$ cat src/rtl/seq_det_pkg.sv
// Shared types for the programmable serial sequence detector.
package seq_det_pkg;

    localparam int unsigned STATE_W = 2;

    typedef enum logic [STATE_W-1:0] {
        ST_IDLE = 2'd0,
        ST_FILL = 2'd1,
        ST_HUNT = 2'd2
    } state_e;

endpackage

$ cat src/rtl/seq_det_sat_cnt.sv
// Saturating up-counter with synchronous clear; holds at all-ones instead of wrapping.
module seq_det_sat_cnt #(
    parameter int unsigned W = 8
) (
    input  logic         clk,
    input  logic         rst_n,
    input  logic         clr,
    input  logic         inc,
    output logic [W-1:0] cnt
);

    logic [W-1:0] cnt_q;

    always_ff @(posedge clk or negedge rst_n) begin
        if (!rst_n) begin
            cnt_q <= '0;
        end else if (clr) begin
            cnt_q <= '0;
        end else if (inc && (cnt_q != {W{1'b1}})) begin
            cnt_q <= cnt_q + W'(1);
        end
    end

    assign cnt = cnt_q;

endmodule

$ cat src/rtl/seq_detect_prog.sv
// Programmable serial sequence detector: runtime pattern/mask, overlap control,
// registered one-cycle match pulse and saturating match counter.
module seq_detect_prog
    import seq_det_pkg::*;
#(
    parameter int unsigned      PAT_W    = 8,
    parameter int unsigned      CNT_W    = 8,
    parameter logic [PAT_W-1:0] DEF_PAT  = PAT_W'(8'b0111_0001),
    parameter logic [PAT_W-1:0] DEF_MASK = '1
) (
    input  logic             clk,
    input  logic             rst_n,
    input  logic             en,
    input  logic             clr,
    input  logic             cfg_load,
    input  logic [PAT_W-1:0] cfg_pat,
    input  logic [PAT_W-1:0] cfg_mask,
    input  logic             cfg_ovl,
    input  logic             din_vld,
    input  logic             din,
    output logic             match,
    output logic [CNT_W-1:0] match_cnt,
    output logic             busy
);

    localparam int unsigned        FILL_W    = $clog2(PAT_W + 1);
    localparam logic [FILL_W-1:0]  FILL_MAX  = FILL_W'(PAT_W);
    localparam logic [FILL_W-1:0]  FILL_HUNT = FILL_W'(PAT_W - 1);

    state_e             state_q, state_d;
    logic [PAT_W-1:0]   hist_q, hist_d;
    logic [FILL_W-1:0]  fill_q, fill_d;
    logic [PAT_W-1:0]   pat_q, mask_q;
    logic               ovl_q;
    logic               match_q, busy_q;
    logic               accept_c, hit_c;
    logic [PAT_W-1:0]   shift_c;

    // Configuration: clr outranks cfg_load, so a simultaneous load is dropped
    always_ff @(posedge clk or negedge rst_n) begin
        if (!rst_n) begin
            pat_q  <= DEF_PAT;
            mask_q <= DEF_MASK;
            ovl_q  <= 1'b1;
        end else if (!clr && cfg_load) begin
            pat_q  <= cfg_pat;
            mask_q <= cfg_mask;
            ovl_q  <= cfg_ovl;
        end
    end

    always_ff @(posedge clk or negedge rst_n) begin
        if (!rst_n) begin
            state_q <= ST_IDLE;
            hist_q  <= '0;
            fill_q  <= '0;
            match_q <= 1'b0;
            busy_q  <= 1'b0;
        end else begin
            state_q <= state_d;
            hist_q  <= hist_d;
            fill_q  <= fill_d;
            match_q <= hit_c;
            busy_q  <= (state_d != ST_IDLE);
        end
    end

    // Compare runs on the post-shift history so the pulse lands one cycle after the last bit
    always_comb begin
        state_d  = state_q;
        hist_d   = hist_q;
        fill_d   = fill_q;
        accept_c = en && din_vld && !clr && !cfg_load;
        shift_c  = {hist_q[PAT_W-2:0], din};
        hit_c    = accept_c
                   && (((shift_c ^ pat_q) & mask_q) == '0)
                   && (fill_q >= FILL_HUNT);

        if (clr || cfg_load) begin
            hist_d  = '0;
            fill_d  = '0;
            state_d = en ? ST_FILL : ST_IDLE;
        end else if (!en) begin
            fill_d  = '0;
            state_d = ST_IDLE;
        end else begin
            if (accept_c) begin
                hist_d = shift_c;
                if (hit_c && !ovl_q) begin
                    fill_d = '0;
                end else if (fill_q != FILL_MAX) begin
                    fill_d = fill_q + FILL_W'(1);
                end
            end

            case (state_q)
                ST_IDLE, ST_FILL: state_d = (fill_d >= FILL_HUNT) ? ST_HUNT : ST_FILL;
                ST_HUNT:          state_d = (hit_c && !ovl_q) ? ST_FILL : ST_HUNT;
                default:          state_d = ST_IDLE;
            endcase
        end
    end

    seq_det_sat_cnt #(
        .W (CNT_W)
    ) u_match_cnt (
        .clk   (clk),
        .rst_n (rst_n),
        .clr   (clr),
        .inc   (hit_c),
        .cnt   (match_cnt)
    );

    assign match = match_q;
    assign busy  = busy_q;

endmodule

$ cat config.mk
export PLATFORM = sky130hd
export DESIGN_NAME = seq_detect_prog
export DESIGN_NICKNAME = d
export VERILOG_FILES = /design/src/rtl/seq_det_pkg.sv /design/src/rtl/seq_det_sat_cnt.sv /design/src/rtl/seq_detect_prog.sv
export SDC_FILE = /design/constraint.sdc
export NUM_CORES = 1
export LEC_CHECK = 0
export ABC_CLOCK_PERIOD_IN_PS = 5700
export BUFFER_PORTS_ARGS = -buffer_cell sky130_fd_sc_hd__buf_2
export CORE_MARGIN = 8
export CORE_UTILIZATION = 59
export DETAILED_ROUTE_END_ITERATION = 8
export PLACE_DENSITY = 0.82
export SLEW_MARGIN = 20
export SYNTH_ARGS = -nofsm -noshare
export SYNTH_HDL_FRONTEND = slang
export SYNTH_SLANG_ARGS = --single-unit
$ cat constraint.sdc
create_clock -name clk -period 5.7 [get_ports clk]
set_input_delay 1.14 -clock clk [delete_from_list [all_inputs] [get_ports clk]]
set_output_delay 1.14 -clock clk [all_outputs]
set_load 0.005 [all_outputs]
==> results.toml, run 1 <==
[cells_and_area]
diodes = 0
area_growth_pct = 14.65
mostFrequentLayoutCells = "33 x buf_2, 27 x dfrtp_1, 17 x mux2_2"
final_nets = 223
layout_commonest_cell = "buf_2"
fin_cells = 241
drive_gt1_share_pct = 38.07
utilization_pct = 70.90

[critical_path]
critical_path.endpoint_type = "flop"
crit_arrival_ns = 3.27
path_delay_family = "simple AND/OR/NAND/NOR gates"
cp-start-kind = "primary input"
rrSetupSlack_ns = 3.12
reg2reg_to = "u_match_cnt.cnt[5]"
crit_type = "primary input to flop"
worstPathMaxFanout = 14
crit_chain = "buf_2 -> or2_2 -> a2111oi_2 -> nand4_1 -> or4_1 -> a21oi_1"
r2r-start = "fill_q[1]"
slowest_stage = "or4_1"
max_stage_delay_ns = 0.65
cp_num_buf_inv = 1
rr_worst_depth = 6
cp.required_ns = 5.97

[logic_synthesis]
synth.largest_area_cell = "dfrtp_1"
synth.area.top_cells = "dfrtp_1 36%, dfstp_2 18%, mux2_2 10%, xor2_1 3.7%, a22o_1 3.2%"
postSynth.asyncResetShare_pct = 100.0
synth_flop_cell = "dfrtp_1"
ys_types = 39
avgSynthCellArea_um2 = 11.80
yosysTopAreaCellShare_pct = 35.79
syn_nets = 187
synth_cells = 160
synth-seq-cells = 40
ys_seq_area_share_pct = 53.88
yosysWarnings = 0
synth_area_um2 = 1888
synth_edf_count = 0

[clocking]
cts_setup_buffers = 0
cts_num_sinks = 40
cts.clk_slew.worst_paths_ns = 0.12
cts_resized = 0
cts_hold_buffers = 0
cts_root_buf = "clkbuf_4"
h-tree-depth = 2
clock_latency_ns = 0.34
cts_buffers = 5
tritoncts = "yes"
ctsLongestPathBuffers = 2

[floorplanning]
num_rows = 20
io_pins = 34
die_height_um = 72.57
initial_utilization_pct = 61.84
core_um2 = 3053
fp.dieW_um = 72.57
die-area_um2 = 5266

[timing]
relSlewSlack_pct = 43.70
finalMaxSlewViolations = 0
rsz0062_at_grt = "no"
skew_ns = 0.01560
post-route-period-util_pct = 52.57
hold_slack_ns = 0.5377
period_minus_slack_ns = 2.996
max_freq_mhz = 333.7
setup_tns_ns = 0
setup_violations = 0
tightest_slew_ns = 0.8446
hold_viol = 0

[pwr]
ir_drop_v = 0.0001799
powerDensity_nw_per_um2 = 250.6
total_leakage_power_nw = 0.9590

[drt]
drt-wirelength-per-cell_um = 15.87
dr.pass1.iters = 4
vias_per_cell = 5.739
detail-route-antenna-nets = 0
wl_um = 3825
drcViolationCount = 0
vias = 1383
drt_iter0_markers = 92

[placed_design]
hpwlAfterDp_um = 2843
io_buffers = 33
dp_cells = 233
finalWeightedCongestion = 0.8520

[run]
drv_cap = 0

[grt]
grt_start_max_net_pins = 41
gr-total-overflow = 0
grt_usage_pct = 15.91
antenna_found_initial = 0
grt_pass1_wl_um = 6568
grt_pass1_vias = 1428

[min_path]
hold_class = "flop to flop"
min_to = "pat_q[3]"
hp-start = "pat_q[3]"
whs_path_depth = 1

[run_status]
status = "finished, final reports clean"
[power breakdown]
group,switching [mW],internal [mW],total (mW)
logic,0.0272,0.0301,0.0573
clock network,0.0870,0.0727,0.160
registers,0.0127,0.313,0.325
[metal layers]
layer	global-route usage [%]	vias up	routed length, µm
met1	18.19	674	1649
met5	0	-	0
met4	7.111	0	53
li1	-	667	-
met3	4.670	7	200
met2	26.74	35	1923
[cell families after synthesis]
logic type | Yosys count | synth area share, %
AOI/OAI and AO/OA | 40 | 15.24
and+or+nand+nor | 38 | 11.33
xor gates and xnor gates | 10 | 4.639
DFF | 40 | 53.88
buffers and inverters | 11 | 2.253
muxes | 18 | 10.67
adders and majority gates | 3 | 1.988
[per-stage QoR]
step	total power, mW	setup WS, ns	area (µm²)
after detailed placement	0.3889	2.397	2096
after floorplan	0.3636	3.064	1888
final	0.5424	2.704	2165
after global routing	0.5655	2.576	2165
after global placement	0.3850	2.527	2096
after CTS	0.5480	2.742	2165
[Yosys cell counts, types with 3 or more instances]
library cell,n
dfstp_2,13
nor2b_1,3
o41ai_1,4
ha_1,3
o21ai_0,5
a21oi_1,12
mux2_2,17
dfrtp_1,27
inv_1,6
xor2_1,8
nand4_1,3
clkbuf_1,3
nor2_1,8
nand2_1,8
nand3_1,4
nand4b_1,3
a22o_1,7
[registers in the layout (all words and copies together) (netlist names)]
signal and count:
state_q 2, hist_q 7, pat_q 8, u_match_cnt.cnt 8, busy 1, fill_q 4, mask_q 8, ovl_q 1
match 1
[worst reg2reg max path, stage by stage, from the launching register on]
cell and delay, ns:
dfrtp_1 0.43, ha_1 0.25, a21oi_1 0.12, a2111oi_2 0.43, nand4_1 0.48, or4_1 0.65, a21oi_1 0.16
[layout make-up]
class,instances,area [µm²]
Fill cell,236,888.4
Clock buffer,8,68.82
Tap cell,44,55.05
Timing Repair Buffer,34,172.7
Sequential cell,40,1017
Multi-Input combinational cell,109,828.3
Inverter,6,22.52
[worst max-delay path by stage]
stage / slack, ns / end / start / depth (start not counted)
floorplan: 3.06 / u_match_cnt.cnt[5] / clr / 6
global placement: 2.53 / u_match_cnt.cnt[5] / clr / 6
detailed placement: 2.40 / u_match_cnt.cnt[3] / clr / 6
CTS: 2.74 / u_match_cnt.cnt[3] / clr / 6
global route: 2.58 / u_match_cnt.cnt[5] / clr / 6
finish: 2.70 / u_match_cnt.cnt[5] / clr / 6
(Power assumes the default switching activity.)
==> run 2: changes to the inputs <==
Settings changed: ABC_CLOCK_PERIOD_IN_PS 5700 to 2900, CORE_UTILIZATION 59 to 55, PLACE_DENSITY 0.82 to 0.77.
Clock period 5.7 ns to 2.9 ns, I/O delays scaled along.
==> results.toml, run 2 (same netlist as run 1, synthesis figures left out) <==
[floorplanning]
core_um2 = 3311
fp.dieW_um = 74.59
num_rows = 21
initial_utilization_pct = 57.03
die_height_um = 74.59
io_pins = 34
die-area_um2 = 5564

[critical_path]
critical_path.endpoint_type = "flop"
slowest_stage = "or4_1"
cp-start-kind = "flop"
crit_top_cell = "a21oi_1"
crit_chain = "ha_1 -> a21oi_1 -> a2111oi_2 -> nand4_1 -> buf_4 -> or4_1 -> a21oi_1"
worstPathMaxFanout = 11
crit_arrival_ns = 2.68
cp.required_ns = 3.19
max_stage_delay_ns = 0.52
crit_type = "flop to flop"

[placed_design]
hpwlAfterDp_um = 3021
io_buffers = 33
finalWeightedCongestion = 0.8285
place_worst_setup_slack_ns = 0.3160
place_area_um2 = 2106
dp_cells = 236

[drt]
dr.pass1.iters = 4
drt-wirelength-per-cell_um = 16.64
vias = 1403
detail-route-antenna-nets = 0
vias_per_cell = 5.750
wl_um = 4061
drcViolationCount = 0
drt_iter0_markers = 67

[clocking]
cts.clk_slew.worst_paths_ns = 0.12
cts_hold_buffers = 0
clock_latency_ns = 0.35
h-tree-depth = 2
ctsLongestPathBuffers = 2
cts_resized = 0
cts_buffers = 5
cts_num_sinks = 40
tritoncts = "yes"
cts_root_buf = "clkbuf_4"
cts_setup_buffers = 0

[cells_and_area]
design_area_um2 = 2160
layout_commonest_cell = "buf_2"
mostFrequentLayoutCells = "33 x buf_2, 27 x dfrtp_1, 17 x mux2_2"
drive_gt1_share_pct = 38.38
final_nets = 224
fin_cells = 244
diodes = 0
area_growth_pct = 14.38

[timing]
setup_violations = 0
finalMaxSlewViolations = 0
hold_slack_ns = 0.3182
relSlewSlack_pct = 43.60
setup_ws_ns = 0.5078
tightest_slew_ns = 0.8461
max_freq_mhz = 418.0
setup_tns_ns = 0
skew_ns = 0.02039
post-route-period-util_pct = 82.49
period_minus_slack_ns = 2.392
hold_viol = 0
rsz0062_at_grt = "no"

[grt]
gr-total-overflow = 0
grt.met3_usage_pct = 5.256
use_met1_pct = 18.27
antenna_found_initial = 0
grt_usage_pct = 16.45
busiest_layer = "met2"
grt_start_max_net_pins = 41
grt_pass1_wl_um = 6920
grt_pass1_vias = 1501
met2_usage_pct = 28.27

[run]
drv_cap = 0

[run_status]
status = "finished, final reports clean"

[pwr]
ir_drop_v = 0.0003080
powerDensity_nw_per_um2 = 473.2
total_leakage_power_nw = 0.9528

[min_path]
hold_class = "primary input to asynchronous set/reset pin"
-- run 2: power breakdown --
group | switching (mW) | total (mW) | internal (mW) | leakage [nW]
Clock | 0.176 | 0.270 | 0.0936 | 0.0282
Combinational | 0.0545 | 0.114 | 0.0593 | 0.424
Sequential | 0.0237 | 0.638 | 0.615 | 0.500
Total | 0.255 | 1.02 | 0.767 | 0.953
-- run 2: final timing paths --
kind	from	to	slack, ns	depth (start not counted)
worst max-delay path	fill_q[1]	u_match_cnt.cnt[5]	0.51	7
worst min-delay path	rst_n	u_match_cnt.cnt[5]	0.32	1
worst max register to register	fill_q[1]	u_match_cnt.cnt[5]	0.51	7
worst min register to register	hist_q[6]	hist_q[6]	0.54	1
max in group asynchronous	rst_n	fill_q[2]	2.04	1
min in group clk	cfg_mask[2]	mask_q[2]	0.45	2
-- run 2: per-stage QoR --
stage / power [mW] / util (%)
after detailed placement: 0.7644 / 63.61
after global placement: 0.7575 / 63.61
after global routing: 1.072 / 65.23
final: 1.022 / 65.23
after CTS: 1.036 / 65.23
after floorplan: 0.7146 / -
-- run 2: worst max-delay path, delay by kind of cell (launching register included) --
| family | cells | cell delay (ns) |
|---|---|---|
| flops | 1 | 0.43 |
| fa+ha+maj | 1 | 0.26 |
| buf+inv | 1 | 0.24 |
| compound gates | 3 | 0.65 |
| simple gates | 2 | 0.74 |
-- run 2: layout make-up --
cell class	count	area, µm²
clock buffer	6	41.29
clock inverter	2	12.51
fill	289	1151
inverter	6	22.52
multi-input combinational	109	828.3
sequential	40	1017
tap	46	57.56
timing repair buffer	35	180.2
-- run 2: per-layer routing --
layer,part of all wire [%],vias up
li1,-,666
met1,42,693
met2,50,38
met3,6.4,6
met4,1.7,0
met5,0,-
==> run 3: changes to the inputs <==
Settings changed: ABC_AREA from default to 1, ABC_CLOCK_PERIOD_IN_PS 2900 to 2400, PLACE_DENSITY 0.77 to 0.76.
Clock period 2.9 ns to 2.4 ns, I/O delays scaled along.
==> results.toml, run 3 <==
[logic_synthesis]
synth_edf_count = 0
syn_nets = 260
synth_area_um2 = 2007
synth.most_common_cell = "nand2_1"
synth_commonest_cells = "44 x nand2_1, 43 x inv_1, 27 x dfrtp_1, 19 x nor2_1, 14 x nand3_1"
synth-seq-cells = 40
yosysTopAreaCellShare_pct = 33.67
synth_top_family_by_area = "simple AND/OR/NAND/NOR gates"
avgSynthCellArea_um2 = 8.613
synth_compound_area_share_pct = 7.980
yosysWarnings = 0
synth_flop_cell = "dfrtp_1"
postSynth.asyncResetShare_pct = 100.0
synth-xor-area-share_pct = 1.746
synth.largest_area_cell = "dfrtp_1"
ys_types = 25
synth.area.top_cells = "dfrtp_1 34%, dfstp_2 17%, nand2_1 8.2%, inv_1 8.0%, mux2_2 5.0%"
synthAdderAreaFrac_pct = 1.870
synth_cells = 233
ys_seq_area_share_pct = 50.69
synthMuxAreaShare_pct = 5.050
yosys.area_share.simple_pct = 23.94

[critical_path]
cp-start-kind = "flop"
critical_path.endpoint_type = "flop"
crit_chain = "or2_2 -> nand3_1 -> nand2_2 -> nor2_4 -> nand3_2 -> nor2_4 -> inv_1 -> nand2_1 -> nand2_1 -> o21ai_0"
worstPathMaxFanout = 8
cp.required_ns = 2.68
crit_arrival_ns = 2.01
max_stage_delay_ns = 0.41
slowest_stage = "dfrtp_1"
crit_type = "flop to flop"
cp_num_buf_inv = 1
path_delay_family = "simple AND/OR/NAND/NOR gates"

[drt]
wl_um = 3989
drt-wirelength-per-cell_um = 12.47
detail-route-antenna-nets = 0
dr.pass1.iters = 4
vias = 1603
drt_iter0_markers = 87
drcViolationCount = 0
vias_per_cell = 5.009

[clocking]
cts_hold_buffers = 0
clock_latency_ns = 0.35
cts_buffers = 5
h-tree-depth = 2
ctsLongestPathBuffers = 2
cts.clk_slew.worst_paths_ns = 0.12
cts_num_sinks = 40
cts_setup_buffers = 0
tritoncts = "yes"
cts_root_buf = "clkbuf_4"
cts_resized = 0

[floorplanning]
fp.dieW_um = 76.41
die-area_um2 = 5838
initial_utilization_pct = 56.08
io_pins = 34
num_rows = 22
core_um2 = 3578
die_height_um = 76.41

[grt]
gr-total-overflow = 0
grt_pass1_wl_um = 7231
grt_usage_pct = 14.96
grt_start_max_net_pins = 41
grt_pass1_vias = 1697
antenna_found_initial = 0

[run]
drv_cap = 0

[placed_design]
hpwlAfterDp_um = 3054
place_worst_setup_slack_ns = 0.4092
io_buffers = 33
dp_cells = 312
finalWeightedCongestion = 0.8689

[cells_and_area]
diodes = 0
final_nets = 298
mostFrequentLayoutCells = "44 x nand2_1, 43 x inv_1, 33 x buf_2"
drive_gt1_share_pct = 26.84
final-seq-area_um2 = 1017
fill_cells = 316
utilization_pct = 64.06
area_growth_pct = 14.21
layout_commonest_cell = "nand2_1"
fin_cells = 320
multiInputGateArea_um2 = 814.5

[pwr]
pwr-share-seq_pct = 58.9
ir_drop_v = 0.0004518
p_total_mw = 1.288
p_clk_share_pct = 28.7
powerDensity_nw_per_um2 = 561.8
swShare_pct = 26.55
total_leakage_power_nw = 1.174
p_int_mw = 0.9458
p_comb_share_pct = 12.5
p_switching_mw = 0.3419

[run_status]
status = "finished, final reports clean"

[timing]
period_minus_slack_ns = 1.728
post-route-period-util_pct = 72.00
max_freq_mhz = 578.7
finalMaxSlewViolations = 0
setup_tns_ns = 0
rsz0062_at_grt = "no"
setup_ws_ns = 0.6719
hold_viol = 0
setup_violations = 0
relSlewSlack_pct = 41.81
tightest_slew_ns = 0.8728
skew_ns = 0.003247

[min_path]
hold_class = "primary input to asynchronous set/reset pin"
## run 3: cell types whose count changed after synthesis, moves of 4 or more
cell and delta:
nor2_4 +4, a22o_1 -7, o22ai_1 +6, o41ai_1 -4
inv_1 +37, nor3_1 +7, nand2_1 +36, xor2_1 -5
mux2_2 -8, nor2_1 +11, o21ai_0 +5, nand3_1 +10
## run 3: path summary, 6_finish.rpt
kind / from / to / slack [ns] / cells after the start
max in group asynchronous: rst_n / fill_q[0] / 1.63 / 1
min: rst_n / pat_q[2] / 0.23 / 1
max: pat_q[7] / u_match_cnt.cnt[7] / 0.67 / 10
max reg2reg: pat_q[7] / u_match_cnt.cnt[7] / 0.67 / 10
min in group clk: cfg_pat[0] / pat_q[0] / 0.34 / 3
min reg2reg: pat_q[5] / pat_q[5] / 0.50 / 2
## run 3: cells by family after synthesis
kind of cell / Yosys count
DFF: 40
adders and majority gates: 3
AOI/OAI and AO/OA: 30
buffers and inverters: 46
xor gates and xnor gates: 4
and+or+nand+nor: 101
muxes: 9
## run 3: power groups by stage
stage / clock network, mW / logic (mW) / registers, mW
3_3_place_gp: 0 / 0.157 / 0.770
6_report: 0.369 / 0.160 / 0.758
5_1_grt: 0.411 / 0.184 / 0.764
3_5_place_dp: 0 / 0.163 / 0.772
4_1_cts: 0.387 / 0.164 / 0.759
2_1_floorplan: 0 / 0.107 / 0.764
## run 3: layout make-up
class,count,share of cell area (%)
clock inverter,2,0.6550
clock buffer,6,2.238
sequential,40,44.38
inverter,43,7.041
tap,48,2.620
timing repair buffer,34,7.533
multi-input combinational,147,35.53
## run 3: routing by layer
metal / track usage, % / up-vias / share of wire, %
met1: 17.80 / 738 / 46
met4: 6.538 / 0 / 1.9
met3: 5.425 / 7 / 6.1
met2: 23.65 / 40 / 46
li1: - / 818 / -
met5: 0 / - / 0
## run 3: through the flow
stage	hold slack, ns	area [µm²]
4_1_cts	0.2366	2292
2_1_floorplan	0.1844	2007
3_3_place_gp	0.4709	2226
6_report	0.2275	2292
5_1_grt	0.2721	2292
3_5_place_dp	0.4821	2226
